**config.mk**
```make
export PLATFORM = sky130hd
export DESIGN_NAME = result_buffer
export DESIGN_NICKNAME = d
export VERILOG_FILES = /design/src/rtl/result_buffer.sv
export SDC_FILE = /design/constraint.sdc
export NUM_CORES = 1
export LEC_CHECK = 0
export CAP_MARGIN = 20
export CORE_MARGIN = 10
export CORE_UTILIZATION = 58
export DETAILED_ROUTE_END_ITERATION = 7
export DONT_BUFFER_PORTS = 1
export PLACE_DENSITY = 0.83
export SLEW_MARGIN = 0
export SYNTH_ARGS = -nofsm -noshare
export SYNTH_HDL_FRONTEND = slang
export SYNTH_SLANG_ARGS = --single-unit
```
**constraint.sdc**
```tcl
create_clock -name clk -period 3.36 [get_ports clk]
set_input_delay 0.504 -clock clk [delete_from_list [all_inputs] [get_ports clk]]
set_output_delay 0.504 -clock clk [all_outputs]
set_load 0.005 [all_outputs]
```
**src/rtl/result_buffer.sv**
```systemverilog
// result_buffer: samples enabled ALU results on load into a 2**ADDR_W-entry FIFO drained by valid/ready;
// head is visible the cycle after push (no fall-through), loads into a full FIFO are dropped and set sticky overflow. Option: RESULT_FLAGS_EN.
module result_buffer #(
  parameter int WIDTH  = 16,
  parameter int ADDR_W = 2
) (
  input  logic              clk,
  input  logic              reset,
  input  logic [WIDTH-1:0]  R,
  input  logic              en,
  input  logic [2:0]        SEL,
  input  logic              load,
  output logic [WIDTH-1:0]  dout,
  output logic [2:0]        tag,
  output logic              valid,
  input  logic              ready,
  output logic [ADDR_W:0]   count,
  output logic              full,
  output logic              overflow,
`ifdef RESULT_FLAGS_EN
  output logic              zf,
  output logic              nf,
`endif
  input  logic              clr_ovf
);

  localparam int DEPTH = 1 << ADDR_W;
  localparam logic [ADDR_W:0]   FULL_CNT = (ADDR_W+1)'(DEPTH);
  localparam logic [ADDR_W:0]   CNT_INC  = (ADDR_W+1)'(1);
  localparam logic [ADDR_W-1:0] PTR_INC  = (ADDR_W)'(1);

  logic [WIDTH-1:0]  mem_dat [DEPTH];
  logic [2:0]        mem_tag [DEPTH];
  logic [ADDR_W-1:0] rd_ptr;
  logic [ADDR_W-1:0] wr_ptr;
  logic              push;
  logic              pop;
  logic              drop;

  assign valid = (count != '0);
  assign full  = (count == FULL_CNT);
  assign pop   = valid & ready;
  // A pop frees the slot being written, so a full FIFO can still accept.
  assign push  = load & en & (~full | pop);
  assign drop  = load & en & full & ~pop;

`ifdef RESULT_FLAGS_EN
  logic mem_zf [DEPTH];
  logic mem_nf [DEPTH];

  assign zf = valid & mem_zf[rd_ptr];
  assign nf = valid & mem_nf[rd_ptr];
`endif

  always_ff @(posedge clk) begin
    if (push) begin
      mem_dat[wr_ptr] <= R;
      mem_tag[wr_ptr] <= SEL;
`ifdef RESULT_FLAGS_EN
      mem_zf[wr_ptr]  <= (R == '0);
      mem_nf[wr_ptr]  <= R[WIDTH-1];
`endif
    end
  end

  always_ff @(posedge clk or posedge reset) begin
    if (reset) begin
      rd_ptr   <= '0;
      wr_ptr   <= '0;
      count    <= '0;
      overflow <= 1'b0;
    end else begin
      if (push) wr_ptr <= wr_ptr + PTR_INC;
      if (pop)  rd_ptr <= rd_ptr + PTR_INC;
      if (push && !pop)      count <= count + CNT_INC;
      else if (pop && !push) count <= count - CNT_INC;
      if (drop)         overflow <= 1'b1;
      else if (clr_ovf) overflow <= 1'b0;
    end
  end

  assign dout = valid ? mem_dat[rd_ptr] : '0;
  assign tag  = valid ? mem_tag[rd_ptr] : 3'b000;

endmodule
```
==> metrics, run 1 <==
Least-Margin Pin Slew=1.011 ns; Worst path slowest cell=or3_1; Pre-Repair DR Iteration Count=4; GPL Wtd Cong=0.7575; CTS root buffer=clkbuf_8; Num CTS Buffers=9; Sum Neg Setup Slack=0 ns; Hold WC Path Type=in -> reg; initial antenna violation count=0; Crit path depth=8; number of diodes=0; crit-path cells=or3_1, nand2_1, ha_1, inv_1, fa_1, xor2_1, nor2_1, xor2_1; metal3 WL=between 500 and 600 microns; total track usage=0.1340; cells on worst reg2reg path=8; Worst Hold End=mem_dat[2][1]$_DFFE_PP_; VDD IR max=roughly 0.42 mV; H-tree Lvls=3; Sinks on Clock Net=between 80 and 90; r2r startpoint=count[0]$_DFFE_PP0P_; PD cells=791.5 nW/um^2; DRC violations left=0; die extent in x=~96 microns; Final #Nets=roughly 200; pre-CTS WS=just over 0.7 ns; status=finished, final reports clean; io pins=50; clk buf depth=2; Clock Latency Late Sink=0.34 ns; achievable clock frequency=383.8 MHz; Syn Inst Count=161; Req. time, crit path=3.63 ns; WL per Instance=about 23 microns; area grow syn2layout=7.903%; setup violators final=0; Crit Path Max Fanout=22; fin worst setup slack=~0.75 ns; commonest non-fill, non-tap cell in the layout=edfxtp_1; worst reg2reg setup slack=0.75 ns; core footprint=5540 sq um; type of origin of the critical path=flop; Avg Inst Size Synth=between 20 and 25 sq um; Setup crit end kind=flop; Worst slew margin=0.3260; hold path cells=0; DR vias=around 1,400; WL met2=roughly 2.9 mm; share of cells above drive strength 1=0.2139; critical path arrival=about 2.9 ns; LEAKAGE=about 1.2 nW; metal1 wirelength=2.148 mm; number of max-cap violations=0; synthesized flop and latch total=84; initial DRC count=approximately 130; num rows=27; Vias/cell=5.853; largest net degree at the start of global routing=23; first-pass GRT wire length=about 8.9 mm; syn nets=192; area of the mapped netlist=roughly 3300 sq um; Reg clk slew, reported paths=about 0.080 ns; Post-CTS Setup Bufs=0; Top delay family on crit path=simple AND/OR/NAND/NOR gates; fin crit share=0.7755; Worst R2R End=count[2]$_DFFE_PP0P_; post-route ant nets=0; commonest non-fill, non-tap cells in the layout=edfxtp_1, and2_1, mux4_2; min cycle time layout=around 2.6 ns; Hold Fails Final Rpt=0; clock skew=0.005258 ns; Top Layer Used=met4; grt ovf=0; final WL=between 5 and 6 mm; detailed-placement wirelength estimate=3.765 mm; critical hold path startpoint=R[1]; crit path kind=reg -> reg; die area=about 9000 sq um; CTS tree=done; port buffer count=0; Fillers=379; Worst Path Buf+Inv=1; RSZ-0062 raised after global routing=false; initial core utilization=0.6030; slowest stage delay, CP=0.71 ns; Cell variety after synth=21; sequential area share after synthesis=0.7431; pins over their slew limit=0; cell mode on critical path=xor2_1; Die Y=between 90 and 100 microns; vias in the first global route=1,581; Synth warnings=0
==> worst max-delay path by stage <==
| stage | from | to | slack (ns) |
|---|---|---|---|
| floorplan | count[0]$_DFFE_PP0P_ | count[2]$_DFFE_PP0P_ | 1.34 |
| global placement | count[0]$_DFFE_PP0P_ | count[2]$_DFFE_PP0P_ | 0.85 |
| detailed placement | count[0]$_DFFE_PP0P_ | count[2]$_DFFE_PP0P_ | 0.71 |
| CTS | count[0]$_DFFE_PP0P_ | count[2]$_DFFE_PP0P_ | 0.69 |
| global route | count[0]$_DFFE_PP0P_ | count[2]$_DFFE_PP0P_ | 0.53 |
| finish | count[0]$_DFFE_PP0P_ | count[2]$_DFFE_PP0P_ | 0.75 |
==> cell type report <==
type | instances | area, sq um | share of cell area
clock inverters | 5 | 52.55 | 0.01458
flip-flops and latches | 84 | 2482 | 0.6886
repair buffers | 2 | 30.03 | 0.008330
inverters | 6 | 22.52 | 0.006248
clock buffers | 11 | 131.4 | 0.03645
well taps | 72 | 90.09 | 0.02499
multi-input cells | 65 | 795.8 | 0.2208
==> per-stage QoR <==
stage	util	instances	power, mW	instance area [sq um]	hold WS [ns]
floorplan	-	161	2.044	3341	0.3197
global placement	0.6156	228	2.183	3411	0.3510
detailed placement	0.6156	228	2.243	3411	0.3766
CTS	0.6488	244	2.901	3595	0.003352
global route	0.6506	245	3.016	3605	0.2236
finish	0.6506	245	2.853	3605	0.2513
==> sequential cells by signal (all words and copies together), names as in the netlist <==
register / count
wr_ptr: 2
count: 3
mem_dat: 64
overflow: 1
mem_tag: 12
rd_ptr: 2
==> cells in the mapped netlist <==
library cell  count  area share
a21oi_2           1      0.0026
clkbuf_1          2      0.0022
mux4_1            1      0.0079
xor2_1            2      0.0052
a22o_1            1      0.0026
and2_1           23       0.043
xnor2_1           4       0.010
nand3_1           1      0.0015
buf_6             2      0.0067
edfxtp_1         76        0.68
buf_2             2      0.0030
mux2_2            2      0.0067
inv_1             6      0.0067
ha_1              5       0.019
nor3b_4           1      0.0056
fa_1              1      0.0060
nand2_1           2      0.0022
or3_1             1      0.0019
dfrtp_1           8       0.060
mux4_2           18        0.12
nor2_1            2      0.0022
==> cells by family after synthesis <==
group,share of synthesized area
DFF,0.7431
buffers and inverters,0.01873
and+or+nand+nor,0.05656
AOI/OAI and AO/OA,0.005244
muxes,0.1360
xor gates and xnor gates,0.01573
adders and majority gates,0.02472
==> timing repair <==
item                                    CTS  global route
gates resized for setup                   0             0
endpoints found under the setup margin    0             0
hold buffers                              0             1
hold endpoints to repair                  0             4
==> report_power, final <==
| group | total, mW | switching [mW] | internal, mW |
|---|---|---|---|
| sequential | 1.45 | 0.162 | 1.29 |
| clock | 0.669 | 0.328 | 0.340 |
| combinational | 0.731 | 0.323 | 0.408 |
| total | 2.85 | 0.814 | 2.04 |
==> metal layers <==
| metal | vias up | global-route usage |
|---|---|---|
| li1 | 636 | - |
| met5 | - | 0 |
| met4 | 0 | 0.05897 |
| met3 | 10 | 0.05837 |
| met1 | 740 | 0.1547 |
| met2 | 48 | 0.2139 |
Note: power is estimated with default switching activity, not from simulation.
==> inputs of run 2 (changes only) <==
CORE_UTILIZATION = 56   (was 58)
clock period = 2.3 ns   (was 3.36 ns; I/O delays follow)
==> run 2 against run 1 <==
  * Hold slack got worse by 0.16 ns
  * Highest routed layer unchanged
  * Clock power is 52% higher
  * Sequential cell count unchanged
  * Non-clock buffer count increased by 7
  * Routed wire length up 0.11%
  * Count of clock-buffer cells in the layout fell by 2
  * Largest cell class unchanged
==> metrics, run 2 (synthesized netlist as in run 1, its figures left out) <==
initial DRC count=83 (-38%); pins over their slew limit=0 (unchanged); Layout Utilization=0.6296 (-0.02103); DRC violations left=0 (unchanged); port buffer count=0 (unchanged); post-route cell area=3684 sq um (+2.2%); PD cells=1150 nW/um^2 (+45%); clock power share=0.242 (+0.008); type of origin of the critical path=flop; RSZ-0062 raised after global routing=false; Req. time, crit path=2.57 ns (-1.06 ns); commonest non-fill, non-tap cells in the layout=edfxtp_1, and2_1, mux4_2; pre-CTS WS=0.08890 ns (-0.6198 ns); die extent in x=97.24 microns (+1.4%); core footprint=5851 sq um (+5.6%); critical hold path startpoint=R[13]; Largest Register=mem_dat; Least-Margin Pin Slew=0.3321 ns (-0.6790 ns); placed insts=238 (+4.4%); status=finished, final reports clean; Hold WC Path Type=in -> reg; fin crit share=0.9313 (+0.1558); LEAKAGE=1.232 nW (+2.8%); Sum Neg Setup Slack=0 ns (unchanged); clock skew=0.008847 ns (+0.003589 ns); Pre-Repair DR Iteration Count=4 (unchanged); Die Y=97.24 microns (+1.4%); Post-CTS Setup Bufs=0 (unchanged); fin cells=255 (+4.1%); worst reg2reg setup slack=0.16 ns (-0.60 ns); initial antenna violation count=0 (unchanged); Worst R2R End=count[2]$_DFFE_PP0P_; initial core utilization=0.5710 (-0.03198); grt ovf=0 (unchanged); detailed-placement wirelength estimate=3.849 mm (+2.2%); logic gate share of total power=0.285 (+0.029); max FFs per register=64 (unchanged); min cycle time layout=2.142 ns (-0.4638 ns); Vias/cell=5.588 (-4.5%); DR vias=1,425 (-0.63%); Overall Power=4.235 mW (+48%); Hold Fails Final Rpt=0 (unchanged); number of diodes=0 (unchanged); io pins=50 (unchanged); sequential cell area=2484 sq um (about the same); VDD IR max=0.5918 mV (+42%); WL per Instance=22.04 microns (-3.8%); commonest non-fill, non-tap cell in the layout=edfxtp_1; Net Switching=1.225 mW (+50%); num rows=28 (+3.7%); Clock Latency Late Sink=0.35 ns (about the same); Reg clk slew, reported paths=0.09 ns (about the same); vias in the first global route=1,726 (+9.2%); Final #Nets=206 (+3.5%); GPL Wtd Cong=0.7153 (-5.6%); die area=9455 sq um (+2.8%); achievable clock frequency=466.9 MHz (+22%); Worst slew margin=0.7784 (+0.4524); critical path arrival=2.41 ns (-0.46 ns); clk buf depth=2 (unchanged); Num CTS Buffers=9 (unchanged); P_int=3.011 mW (+48%); crit path kind=reg -> reg; final WL=5.620 mm (+0.11%); area grow syn2layout=10.26%; post-route ant nets=0 (unchanged); final hold slack=0.08754 ns (-0.1638 ns); Multi-input gate area=813.3 sq um (+2.2%); Setup crit end kind=flop; largest net degree at the start of global routing=22 (-4.3%); Largest regs=mem_dat x64, mem_tag x12, count x3; share of cells above drive strength 1=0.2778 (+0.06390); CTS tree=done; first-pass GRT wire length=9.135 mm (+2.6%); setup violators final=0 (unchanged); r2r startpoint=count[0]$_DFFE_PP0P_; dpl cell area=3455 sq um (+1.3%); Net Sw Frac=0.2892 (+0.003781); CTS root buffer=clkbuf_8; total track usage=0.1253 (-0.008722); hold path cells=0 (unchanged); Crit Path Max Fanout=5 (-77%); Worst Hold End=mem_dat[0][13]$_DFFE_PP_; cells on worst reg2reg path=8 (unchanged); fin worst setup slack=0.1581 ns (-0.5962 ns); Flop pwr share=0.474 (-0.035); Sinks on Clock Net=84 (unchanged); H-tree Lvls=3 (unchanged); Fillers=395 (+4.2%); number of max-cap violations=0 (unchanged)
==> run 2: cell types whose count changed in the layout (fill, tap and decap cells not counted), sizes merged <==
cell | previous run | this run
buf | 1 | 8
clkbuf | 11 | 9
clkinvlp | 1 | 2
inv | 6 | 7
==> run 2: worst max-delay path by stage <==
stage                                    start              endpoint  slack [ns]  cells after the start
after CTS                 count[0]$_DFFE_PP0P_  count[2]$_DFFE_PP0P_        0.05                      8
final                     count[0]$_DFFE_PP0P_  count[2]$_DFFE_PP0P_        0.16                      8
after global routing      count[0]$_DFFE_PP0P_  count[2]$_DFFE_PP0P_       0.002                      8
after floorplan           count[0]$_DFFE_PP0P_  count[2]$_DFFE_PP0P_        0.28                      8
after global placement    count[0]$_DFFE_PP0P_  count[2]$_DFFE_PP0P_        0.25                      8
after detailed placement  count[0]$_DFFE_PP0P_  count[2]$_DFFE_PP0P_        0.09                      8
==> run 2: power by group through the flow <==
stage / registers, mW / clock network [mW] / logic [mW]
after floorplan: 2.01 / 0 / 0.980
after global routing: 2.04 / 1.11 / 1.34
after detailed placement: 2.04 / 0 / 1.24
final: 2.01 / 1.02 / 1.21
after CTS: 2.01 / 1.05 / 1.24
after global placement: 2.02 / 0 / 1.19
==> run 2: what timing repair did <==
| item | CTS | global route |
|---|---|---|
| hold endpoints to repair | 8 | 0 |
| gates resized for setup | 0 | 5 |
| endpoints found under the setup margin | 0 | 1 |
| hold buffers | 1 | 0 |
==> run 2: cell type report <==
cell class,instances,area share
multi-input cells,65,0.2208
flip-flops and latches,84,0.6743
repair buffers,9,0.01902
inverters,6,0.006114
clock inverters,7,0.02072
well taps,75,0.02548
clock buffers,9,0.03363
==> run 2: metal layers <==
layer / GRT usage / vias to the layer above / part of all wire
li1: - / 652 / -
met1: 0.1273 / 726 / 0.37
met2: 0.2119 / 39 / 0.53
met3: 0.06046 / 8 / 0.080
met4: 0.05928 / 0 / 0.015
met5: 0 / - / 0
==> run 2: worst max-delay path, stage by stage, from the launching register on <==
cell	delay, ns
dfrtp_2	0.48
or3_4	0.40
nand2_2	0.10
ha_2	0.19
inv_1	0.06
fa_1	0.40
xor2_1	0.16
nor2_1	0.11
xor2_1	0.16
==> inputs of run 3 (changes only) <==
CORE_UTILIZATION = 48   (was 56)
DONT_BUFFER_PORTS = not set   (was 1)
PLACE_DENSITY = 0.84   (was 0.83)
==> run 3 against run 2 <==
  * Setup slack got worse by 0.10 ns
  * Sequential cell count did not move
  * Largest power group unchanged
  * Global-route usage fell by 0.77 points
  * Critical path type is now reg -> out
  * Design area rose by 17%
  * Clock skew rose by 0.0017 ns
  * Sequential power fell by 2%
==> metrics, run 3 (synthesized netlist as in run 1, its figures left out) <==
Setup crit end kind=output port; io pins=50 (unchanged); crit path kind=reg -> out; initial antenna violation count=0 (unchanged); fin worst setup slack=0.05689 ns (-0.1012 ns); fin crit share=0.9753 (+0.04400); min cycle time layout=2.243 ns (+0.1012 ns); grt ovf=0 (unchanged); setup violators final=0 (unchanged); Crit Path Max Fanout=4 (-1); Reg clk slew, reported paths=0.08 ns (about the same); status=finished, final reports clean; port buffer count=49 (+49); clk buf depth=2 (unchanged); Die Y=103.4 microns (+6.4%); num rows=30 (+7.1%); Pre-Repair DR Iteration Count=4 (unchanged); WL per Instance=17.35 microns (-21%); max FFs per register=64 (unchanged); Num CTS Buffers=9 (unchanged); vias in the first global route=1,812 (+5.0%); CTS tree=done; Clock Latency Late Sink=0.34 ns (about the same); area grow syn2layout=28.91%; Vias/cell=4.991 (-11%); Hold WC Path Type=in -> async; share of cells above drive strength 1=0.2458 (-0.03194); Final #Nets=266 (+29%); Worst slew margin=0.7835 (+0.005134); total track usage=0.1176 (-0.007692); post-route cell area=4307 sq um (+17%); commonest non-fill, non-tap cell in the layout=edfxtp_1; number of diodes=0 (unchanged); DRC violations left=0 (unchanged); first-pass GRT wire length=9.204 mm (+0.76%); VDD IR max=0.6704 mV (+13%); PD cells=1132 nW/um^2 (-1.6%); die extent in x=103.4 microns (+6.4%); Sinks on Clock Net=84 (unchanged); initial DRC count=63 (-24%); Hold Fails Final Rpt=0 (unchanged); pins over their slew limit=0 (unchanged); achievable clock frequency=445.8 MHz (-4.5%); Sum Neg Setup Slack=0 ns (unchanged); type of origin of the critical path=flop; Largest Register=mem_dat; clock skew=0.01058 ns (+0.001729 ns); Least-Margin Pin Slew=0.3248 ns (-0.007335 ns); number of max-cap violations=0 (unchanged); DR vias=1,677 (+18%); detailed-placement wirelength estimate=4.182 mm (+8.6%); core footprint=6794 sq um (+16%); post-route ant nets=0 (unchanged); die area=10,700 sq um (+13%); GPL Wtd Cong=0.7014 (-1.9%); initial core utilization=0.4917 (-0.07929); largest net degree at the start of global routing=22 (unchanged); Largest regs=mem_dat x64, mem_tag x12, count x3; commonest non-fill, non-tap cells in the layout=edfxtp_1, clkdlybuf4s50_1, and2_1; final WL=5.829 mm (+3.7%); LEAKAGE=1.542 nW (+25%); H-tree Lvls=3 (unchanged); dpl cell area=4076 sq um (+18%); pre-CTS WS=0.1254 ns (+0.03647 ns); CTS root buffer=clkbuf_8; final hold slack=0.2346 ns (+0.1471 ns); critical path arrival=1.90 ns (-0.51 ns); Req. time, crit path=1.96 ns (-0.61 ns)
## run 3: cell types whose count changed in the layout (fill, tap and decap cells not counted), moves of 2 or more
cell             before  now
buf_4                 8   14
dlygate4sd2_1         0   18
buf_12                0    3
buf_6                 0    3
clkdlybuf4s50_1       0   30
clkinvlp_4            2    0
## run 3: metrics by stage
stage	std cells	total power, mW	utilization
final	336	4.875	0.6339
after global routing	336	5.143	0.6339
after CTS	337	4.945	0.6344
after detailed placement	317	3.940	0.6000
after global placement	317	3.902	0.6000
after floorplan	161	2.986	-
## run 3: final cells by class
| cell class | count | area, sq um |
|---|---|---|
| fill | 457 | 2487 |
| clock buffer | 10 | 127.6 |
| multi-input combinational | 65 | 798.3 |
| inverter | 6 | 22.52 |
| timing repair buffer | 69 | 666.9 |
| clock inverter | 6 | 87.58 |
| sequential | 84 | 2484 |
| tap | 96 | 120.1 |
## run 3: layer usage
layer  GRT usage  routed length [microns]  vias to the layer above
met2      0.2018                     3042                       42
li1            -                        -                      775
met4     0.06310                       96                        0
met5           0                        0                        -
met3     0.04053                      349                        8
met1      0.1249                     2341                      852
## run 3: worst max-delay path, stage by stage, from the launching register on
cell and delay (ns):
dfrtp_2 0.43, buf_6 0.14, mux4_1 0.55, and2_1 0.18
dlygate4sd2_1 0.27
## run 3: power breakdown
group,leakage [nW],switching [mW],internal (mW)
Combinational,0.647,0.729,1.08
Clock,0.111,0.491,0.614
Sequential,0.785,0.0771,1.88
Total,1.54,1.30,3.58
## run 3: final timing paths
path	to	slack (ns)	depth (start not counted)	startpoint
setup / recovery	tag[2]	0.06	4	rd_ptr[0]$_DFFE_PP0N_
setup reg to reg	count[2]$_DFFE_PP0P_	0.24	8	count[2]$_DFFE_PP0P_
max in group asynchronous	rd_ptr[0]$_DFFE_PP0N_	1.80	2	reset
hold / removal	overflow$_DFFE_PP0P_	0.23	2	reset
min in group clk	overflow$_DFFE_PP0P_	0.52	1	overflow$_DFFE_PP0P_
hold reg to reg	overflow$_DFFE_PP0P_	0.52	1	overflow$_DFFE_PP0P_
## run 3: repair_timing
action | CTS | global route
setup endpoints to repair | 19 | 4
hold buffers | 0 | 0
setup buffers | 4 | 0
resized for setup | 23 | 3
pin swaps | 0 | 0
